<file path="config.mk">
export PLATFORM = sky130hd
export DESIGN_NAME = farm_road_detector
export DESIGN_NICKNAME = d
export VERILOG_FILES = /design/src/rtl/traffic_pkg.sv /design/src/rtl/det_debounce.sv /design/src/rtl/farm_road_detector.sv
export SDC_FILE = /design/constraint.sdc
export NUM_CORES = 1
export LEC_CHECK = 0
export CORE_ASPECT_RATIO = 0.8
export CORE_MARGIN = 8
export CORE_UTILIZATION = 46
export DETAILED_ROUTE_END_ITERATION = 10
export PLACE_DENSITY = 0.68
export SETUP_SLACK_MARGIN = 0.1
export SLEW_MARGIN = 25
export SYNTH_ARGS = -nofsm -noshare
export SYNTH_HDL_FRONTEND = slang
export SYNTH_SLANG_ARGS = --single-unit
</file>
<file path="constraint.sdc">
create_clock -name clk -period 2 [get_ports clk]
set_input_delay 0.2 -clock clk [delete_from_list [all_inputs] [get_ports clk]]
set_output_delay 0.2 -clock clk [all_outputs]
set_load 0.1 [all_outputs]
</file>
<file path="src/rtl/traffic_pkg.sv">
// Shared encodings for the highway/farm-road light controller and its detector front-end.
package traffic_pkg;

  localparam logic [2:0] LIGHT_GREEN  = 3'b001;
  localparam logic [2:0] LIGHT_YELLOW = 3'b010;
  localparam logic [2:0] LIGHT_RED    = 3'b100;

  typedef enum logic [1:0] {
    IDLE    = 2'd0,
    REQUEST = 2'd1,
    SERVE   = 2'd2
  } det_state_t;

  typedef enum logic [1:0] {
    LF_GREEN  = 2'd0,
    LF_YELLOW = 2'd1,
    LF_RED    = 2'd2
  } light_t;

  // Anything that is not a clean one-hot green/yellow is treated as red (fail safe).
  function automatic light_t decode_light(input logic [2:0] l_f);
    light_t w_light;
    case (l_f)
      LIGHT_GREEN:  w_light = LF_GREEN;
      LIGHT_YELLOW: w_light = LF_YELLOW;
      default:      w_light = LF_RED;
    endcase
    return w_light;
  endfunction

endpackage

</file>
<file path="src/rtl/det_debounce.sv">
// Loop-detector conditioner: 2-flop synchroniser, stability-count debouncer and
// a one-cycle pulse on each accepted rising edge.
module det_debounce #(
  parameter int DEB_CYCLES = 4
) (
  input  logic clk,
  input  logic rst,
  input  logic din,
  output logic dout,
  output logic rise
);

  localparam int CW = $clog2(DEB_CYCLES + 1);

  logic          r_sync1;
  logic          r_sync2;
  logic          r_level;
  logic          r_level_q;
  logic [CW-1:0] r_cnt;

  always_ff @(posedge clk or negedge rst) begin
    if (!rst) begin
      r_sync1 <= 1'b0;
      r_sync2 <= 1'b0;
    end else begin
      r_sync1 <= din;
      r_sync2 <= r_sync1;
    end
  end

  // The level only flips once the disagreement has lasted DEB_CYCLES cycles in a row.
  always_ff @(posedge clk or negedge rst) begin
    if (!rst) begin
      r_level   <= 1'b0;
      r_level_q <= 1'b0;
      r_cnt     <= '0;
    end else begin
      r_level_q <= r_level;
      if (r_sync2 != r_level) begin
        if (r_cnt == CW'(DEB_CYCLES - 1)) begin
          r_level <= r_sync2;
          r_cnt   <= '0;
        end else begin
          r_cnt <= r_cnt + CW'(1);
        end
      end else begin
        r_cnt <= '0;
      end
    end
  end

  assign dout = r_level;
  assign rise = r_level & ~r_level_q;

endmodule

</file>
<file path="src/rtl/farm_road_detector.sv">
// Farm-road vehicle detector: counts debounced arrivals/departures into a
// saturating queue and raises sensor to the light controller while it is non-empty.
module farm_road_detector
  import traffic_pkg::*;
#(
  parameter int DEB_CYCLES = 4,
  parameter int CNT_W      = 4
) (
  input  logic             clk,
  input  logic             rst,
  input  logic             loop_in,
  input  logic             exit_in,
  input  logic [2:0]       l_f,
  output logic             sensor,
  output logic [CNT_W-1:0] queue_cnt,
  output logic             overflow
);

  localparam logic [CNT_W-1:0] CNT_MAX = {CNT_W{1'b1}};

  logic             w_arrive;
  logic             w_depart;
  logic             w_loop_lvl_unused;
  logic             w_exit_lvl_unused;
  light_t           w_light;
  det_state_t       r_state;
  det_state_t       w_next;
  logic [CNT_W-1:0] r_queue_cnt;
  logic             r_overflow;
  logic             r_sensor;

  // Only the edge pulses feed the queue; the debounced levels are left for probing.
  det_debounce #(.DEB_CYCLES(DEB_CYCLES)) u_loop_deb (
    .clk  (clk),
    .rst  (rst),
    .din  (loop_in),
    .dout (w_loop_lvl_unused),
    .rise (w_arrive)
  );

  det_debounce #(.DEB_CYCLES(DEB_CYCLES)) u_exit_deb (
    .clk  (clk),
    .rst  (rst),
    .din  (exit_in),
    .dout (w_exit_lvl_unused),
    .rise (w_depart)
  );

  // A lost arrival at full scale is latched; a departure from empty is simply ignored.
  always_ff @(posedge clk or negedge rst) begin
    if (!rst) begin
      r_queue_cnt <= '0;
      r_overflow  <= 1'b0;
    end else begin
      case ({w_arrive, w_depart})
        2'b10: begin
          if (r_queue_cnt == CNT_MAX) begin
            r_overflow <= 1'b1;
          end else begin
            r_queue_cnt <= r_queue_cnt + CNT_W'(1);
          end
        end
        2'b01: begin
          if (r_queue_cnt != '0) begin
            r_queue_cnt <= r_queue_cnt - CNT_W'(1);
          end
        end
        default: r_queue_cnt <= r_queue_cnt;
      endcase
    end
  end

  assign w_light = decode_light(l_f);

  always_ff @(posedge clk or negedge rst) begin
    if (!rst) begin
      r_state  <= IDLE;
      r_sensor <= 1'b0;
    end else begin
      r_state  <= w_next;
      r_sensor <= (w_next != IDLE);
    end
  end

  // An empty queue always wins: there is nothing to serve, so drop the request.
  always_comb begin
    w_next = r_state;
    case (r_state)
      IDLE: begin
        if (r_queue_cnt != '0) w_next = REQUEST;
      end
      REQUEST: begin
        if (r_queue_cnt == '0)         w_next = IDLE;
        else if (w_light == LF_GREEN)  w_next = SERVE;
      end
      SERVE: begin
        if (r_queue_cnt == '0)         w_next = IDLE;
        else if (w_light == LF_RED)    w_next = REQUEST;
      end
      default: w_next = IDLE;
    endcase
  end

  assign sensor    = r_sensor;
  assign queue_cnt = r_queue_cnt;
  assign overflow  = r_overflow;

endmodule

</file>
==> flow_metrics.env <==
export IMPL_result_of_the_run="finished, final reports clean"
export IMPL_criticalPathCategory="reg2reg"
export IMPL_regArea_um2=556
export IMPL_largest_net_degree_at_the_start_of_global_routing=23
export IMPL_reg2regPathDepth=8
export IMPL_max_cap_violations=0
export IMPL_post_route_cells_drive_above_1_share_pct=31.2
export IMPL_drtPass1Iterations=4
export IMPL_worstPathRequired_ps=2230
export IMPL_multi_input_gate_area_um2=409
export IMPL_syn_area_um2=940
export IMPL_final_hold_violation_count=0
export IMPL_critical_path_max_stage_delay_ps=390
export IMPL_timing_critical_path_from_type="register"
export IMPL_synth_main_ff_cell="sky130_fd_sc_hd__dfrtp_1"
export IMPL_global_route_usage_total_pct=8.20
export IMPL_clockBufferDepth=2
export IMPL_top_post_synthesis_cells_by_count="sky130_fd_sc_hd__dfrtp_1, sky130_fd_sc_hd__a21oi_1"
export IMPL_post_synth_main_area_contributors="sky130_fd_sc_hd__dfrtp_1, sky130_fd_sc_hd__ha_1, sky130_fd_sc_hd__xnor2_1, sky130_fd_sc_hd__a21oi_1, sky130_fd_sc_hd__mux2_1"
export IMPL_critical_path_buf_inv_count=2
export IMPL_via_density_per_instance=5.12
export IMPL_grt_first_pass_wirelength_um=2410
export IMPL_synth_lib_cells_used_distinct=27
export IMPL_place_gp_congestion=0.833
export IMPL_hold_removal_path_class="in2async"
export IMPL_number_of_nets_in_the_finished_design=106
export IMPL_syn_inst=73
export IMPL_synth_yosys_warnings=0
export IMPL_drtIter0Drc=22
export IMPL_clk_latency_ps=300
export IMPL_cts_clk_slew_worst_paths_ps=110
export IMPL_rr_endpoint="queue_cnt[3]$_DFFE_PN0P_"
export IMPL_yosysTopAreaCellShare_pct=58.6
export IMPL_timing_clock_skew_ps=5.27
export IMPL_die_width_um=66.5
export IMPL_filler_cell_count=147
export IMPL_clock_tree_from_tritoncts="yes"
export IMPL_postSynthNetCount=85
export IMPL_finalHoldWorstSlack_ps=227
export IMPL_synth_seq_area_share_pct=58.6
export IMPL_ys_seq_elements=22
export IMPL_antenna_diode_count=0
export IMPL_placed_cells_incl_taps=111
export IMPL_crit_chain="nor2b_4 -> or2_4 -> inv_2 -> buf_4 -> ha_1 -> a21oi_2 -> mux2i_1 -> xor2_1"
export IMPL_synth_edf_count=0
export IMPL_worstSetupPathDepth=8
export IMPL_synth_avg_cell_area_um2=12.9
export IMPL_fp_dieArea_um2=3750
export IMPL_starting_density_of_the_core_pct=49.2
export IMPL_drt_total_wl_um=1440
export IMPL_worst_pin_slew_ps=384
export IMPL_report_final_setup_viol=0
export IMPL_post_cts_hold_buffer_count=0
export IMPL_routed_via_count=599
export IMPL_hpwl_um=1100
export IMPL_asyncSetResetFlopFracSynth_pct=100
export IMPL_critPathMaxFanout=4
export IMPL_cts_num_sinks=22
export IMPL_crit_path_end="queue_cnt[3]$_DFFE_PN0P_"
export IMPL_finalInstanceArea_um2=1180
export IMPL_cp_end_kind="register"
export IMPL_post_dp_cell_area_um2=1090
export IMPL_max_slew_margin_rel_pct=74.2
export IMPL_layout_overhead_on_the_synthesized_area_pct=25.3
export IMPL_cp_data_arrival_time_ps=2040
export IMPL_post_route_drc_count=0
export IMPL_floorplan_io_pins=13
export IMPL_detail_route_antenna_nets=0
export IMPL_worstReg2RegStart="u_loop_deb.dout$_DFFE_PN0P_"
export IMPL_synth_area_leader_cell="sky130_fd_sc_hd__dfrtp_1"
export IMPL_yosys_cell_count_top_type="sky130_fd_sc_hd__dfrtp_1"
export IMPL_setup_reg_to_reg_worst_slack_ps=190
export IMPL_htreeDepth=1
export IMPL_number_of_standard_cell_rows_in_the_floorplan=14
export IMPL_die_ht_um=56.4
export IMPL_clock_tree_root="sky130_fd_sc_hd__clkbuf_4"
export IMPL_core_region_area_um2=1910
export IMPL_cts_inserted_buffers=3
export IMPL_timing_final_max_slew_violations=0
export IMPL_route_detailed_wl_per_inst_um=12.3
export IMPL_finalCritPeriodShare_pct=90.3
export IMPL_critPathTopFamily="flip-flops"
export IMPL_fmax_mhz=554
export IMPL_final_cells=117
export IMPL_cp_slowest_cell="sky130_fd_sc_hd__dfrtp_1"
export IMPL_port_buffers=12
export IMPL_via_count_of_the_first_global_routing_pass=536
export IMPL_grt_remaining_overflow=0
export IMPL_setup_tns_ps=0
export IMPL_grt_setup_unrepaired="false"
export IMPL_finalCriticalPeriod_ps=1810
export IMPL_cp_startpoint="u_loop_deb.dout$_DFFE_PN0P_"
export IMPL_antenna_found_initial=0
==> metal layers <==
metal  vias up  share of wire, %  global-route usage (%)
met5         -                 0                       0
met4         0              0.28                    2.74
met3         2                10                    5.15
met2        16                44                    11.4
met1       288                45                    9.99
li1        293                 -                       -
==> per-stage QoR <==
| step | worst slack (ps) | util (%) |
|---|---|---|
| 3_5_place_dp | 72.1 | 57.3 |
| 4_1_cts | 106 | 60.2 |
| 3_3_place_gp | 95.9 | 57.3 |
| 2_1_floorplan | 111 | - |
| 6_report | 193 | 61.7 |
| 5_1_grt | 90.9 | 61.7 |
==> cell families after synthesis <==
group                    after synthesis  share of synthesized area [%]
AND/OR/NAND/NOR                       24                           16.1
AO/OA/AOI/OAI                          9                           5.86
XOR/XNOR                               5                           4.66
flip-flops                            22                           58.6
buffers and inverters                  3                           1.20
adder cells (fa/ha/maj)                5                           7.46
multiplexers                           5                           6.12
==> placed cells by master, fill, tap and decap left out <==
cell type | Yosys | routed
sky130_fd_sc_hd__mux2_4 | 1 | 1
sky130_fd_sc_hd__nor2_1 | 4 | 4
sky130_fd_sc_hd__ha_4 | 0 | 1
sky130_fd_sc_hd__nand2b_4 | 0 | 1
sky130_fd_sc_hd__clkbuf_4 | 0 | 3
sky130_fd_sc_hd__inv_2 | 0 | 1
sky130_fd_sc_hd__a21o_2 | 1 | 1
sky130_fd_sc_hd__or3_4 | 1 | 1
sky130_fd_sc_hd__o21bai_1 | 1 | 1
sky130_fd_sc_hd__buf_4 | 0 | 10
sky130_fd_sc_hd__a31oi_1 | 1 | 1
sky130_fd_sc_hd__nand2_1 | 2 | 2
sky130_fd_sc_hd__ha_1 | 4 | 3
sky130_fd_sc_hd__nor4_2 | 1 | 1
sky130_fd_sc_hd__mux2i_1 | 2 | 2
sky130_fd_sc_hd__nor2b_1 | 3 | 3
sky130_fd_sc_hd__nand4_1 | 1 | 1
sky130_fd_sc_hd__xor2_1 | 1 | 1
sky130_fd_sc_hd__nand2_4 | 1 | 1
sky130_fd_sc_hd__dfrtp_2 | 0 | 4
sky130_fd_sc_hd__xnor2_1 | 4 | 4
sky130_fd_sc_hd__or2_4 | 0 | 1
sky130_fd_sc_hd__a21oi_2 | 0 | 1
sky130_fd_sc_hd__mux2_1 | 2 | 2
sky130_fd_sc_hd__nor3b_1 | 3 | 3
sky130_fd_sc_hd__a21oi_1 | 5 | 4
sky130_fd_sc_hd__dfrtp_1 | 22 | 18
sky130_fd_sc_hd__nand3_1 | 1 | 1
sky130_fd_sc_hd__inv_1 | 3 | 2
sky130_fd_sc_hd__fa_1 | 1 | 1
sky130_fd_sc_hd__o21a_1 | 1 | 1
sky130_fd_sc_hd__clkbuf_8 | 0 | 1
sky130_fd_sc_hd__nor2b_4 | 0 | 1
sky130_fd_sc_hd__nor3_1 | 4 | 4
sky130_fd_sc_hd__clkdlybuf4s50_1 | 0 | 6
==> worst min path at each step <==
stage / from / cells after the start / slack [ps] / end
finish: rst / 2 / 230 / queue_cnt[2]$_DFFE_PN0P_
detailed placement: u_exit_deb.r_sync1$_DFF_PN0_ / 0 / 340 / u_exit_deb.r_sync2$_DFF_PN0_
global route: rst / 2 / 230 / queue_cnt[1]$_DFFE_PN0P_
floorplan: rst / 0 / -100 / overflow$_DFFE_PN0P_
global placement: u_loop_deb.r_sync1$_DFF_PN0_ / 0 / 330 / u_loop_deb.r_sync2$_DFF_PN0_
CTS: rst / 2 / 230 / queue_cnt[2]$_DFFE_PN0P_
==> flip-flops by register name (all words and copies together) (netlist names), 2 cells and up <==
| register | count |
|---|---|
| queue_cnt | 4 |
| r_state | 2 |
| u_exit_deb.r_cnt | 3 |
| u_loop_deb.r_cnt | 3 |
==> cell type report <==
cell class | count | area share, %
Clock buffer | 4 | 3.08
Inverter | 3 | 0.956
Multi-Input combinational cell | 48 | 34.8
Sequential cell | 22 | 47.2
Tap cell | 24 | 2.55
Timing Repair Buffer | 16 | 11.5
==> what timing repair did <==
action	in CTS	in global routing
pin swaps	1	4
gates resized for setup	2	4
endpoints found under the setup margin	1	1
cloned	0	0
endpoints found under the hold margin	0	0
setup buffers	1	1
Power is not shown: default switching activity piles up to over one toggle a cycle in this logic, so the estimate is an artifact.
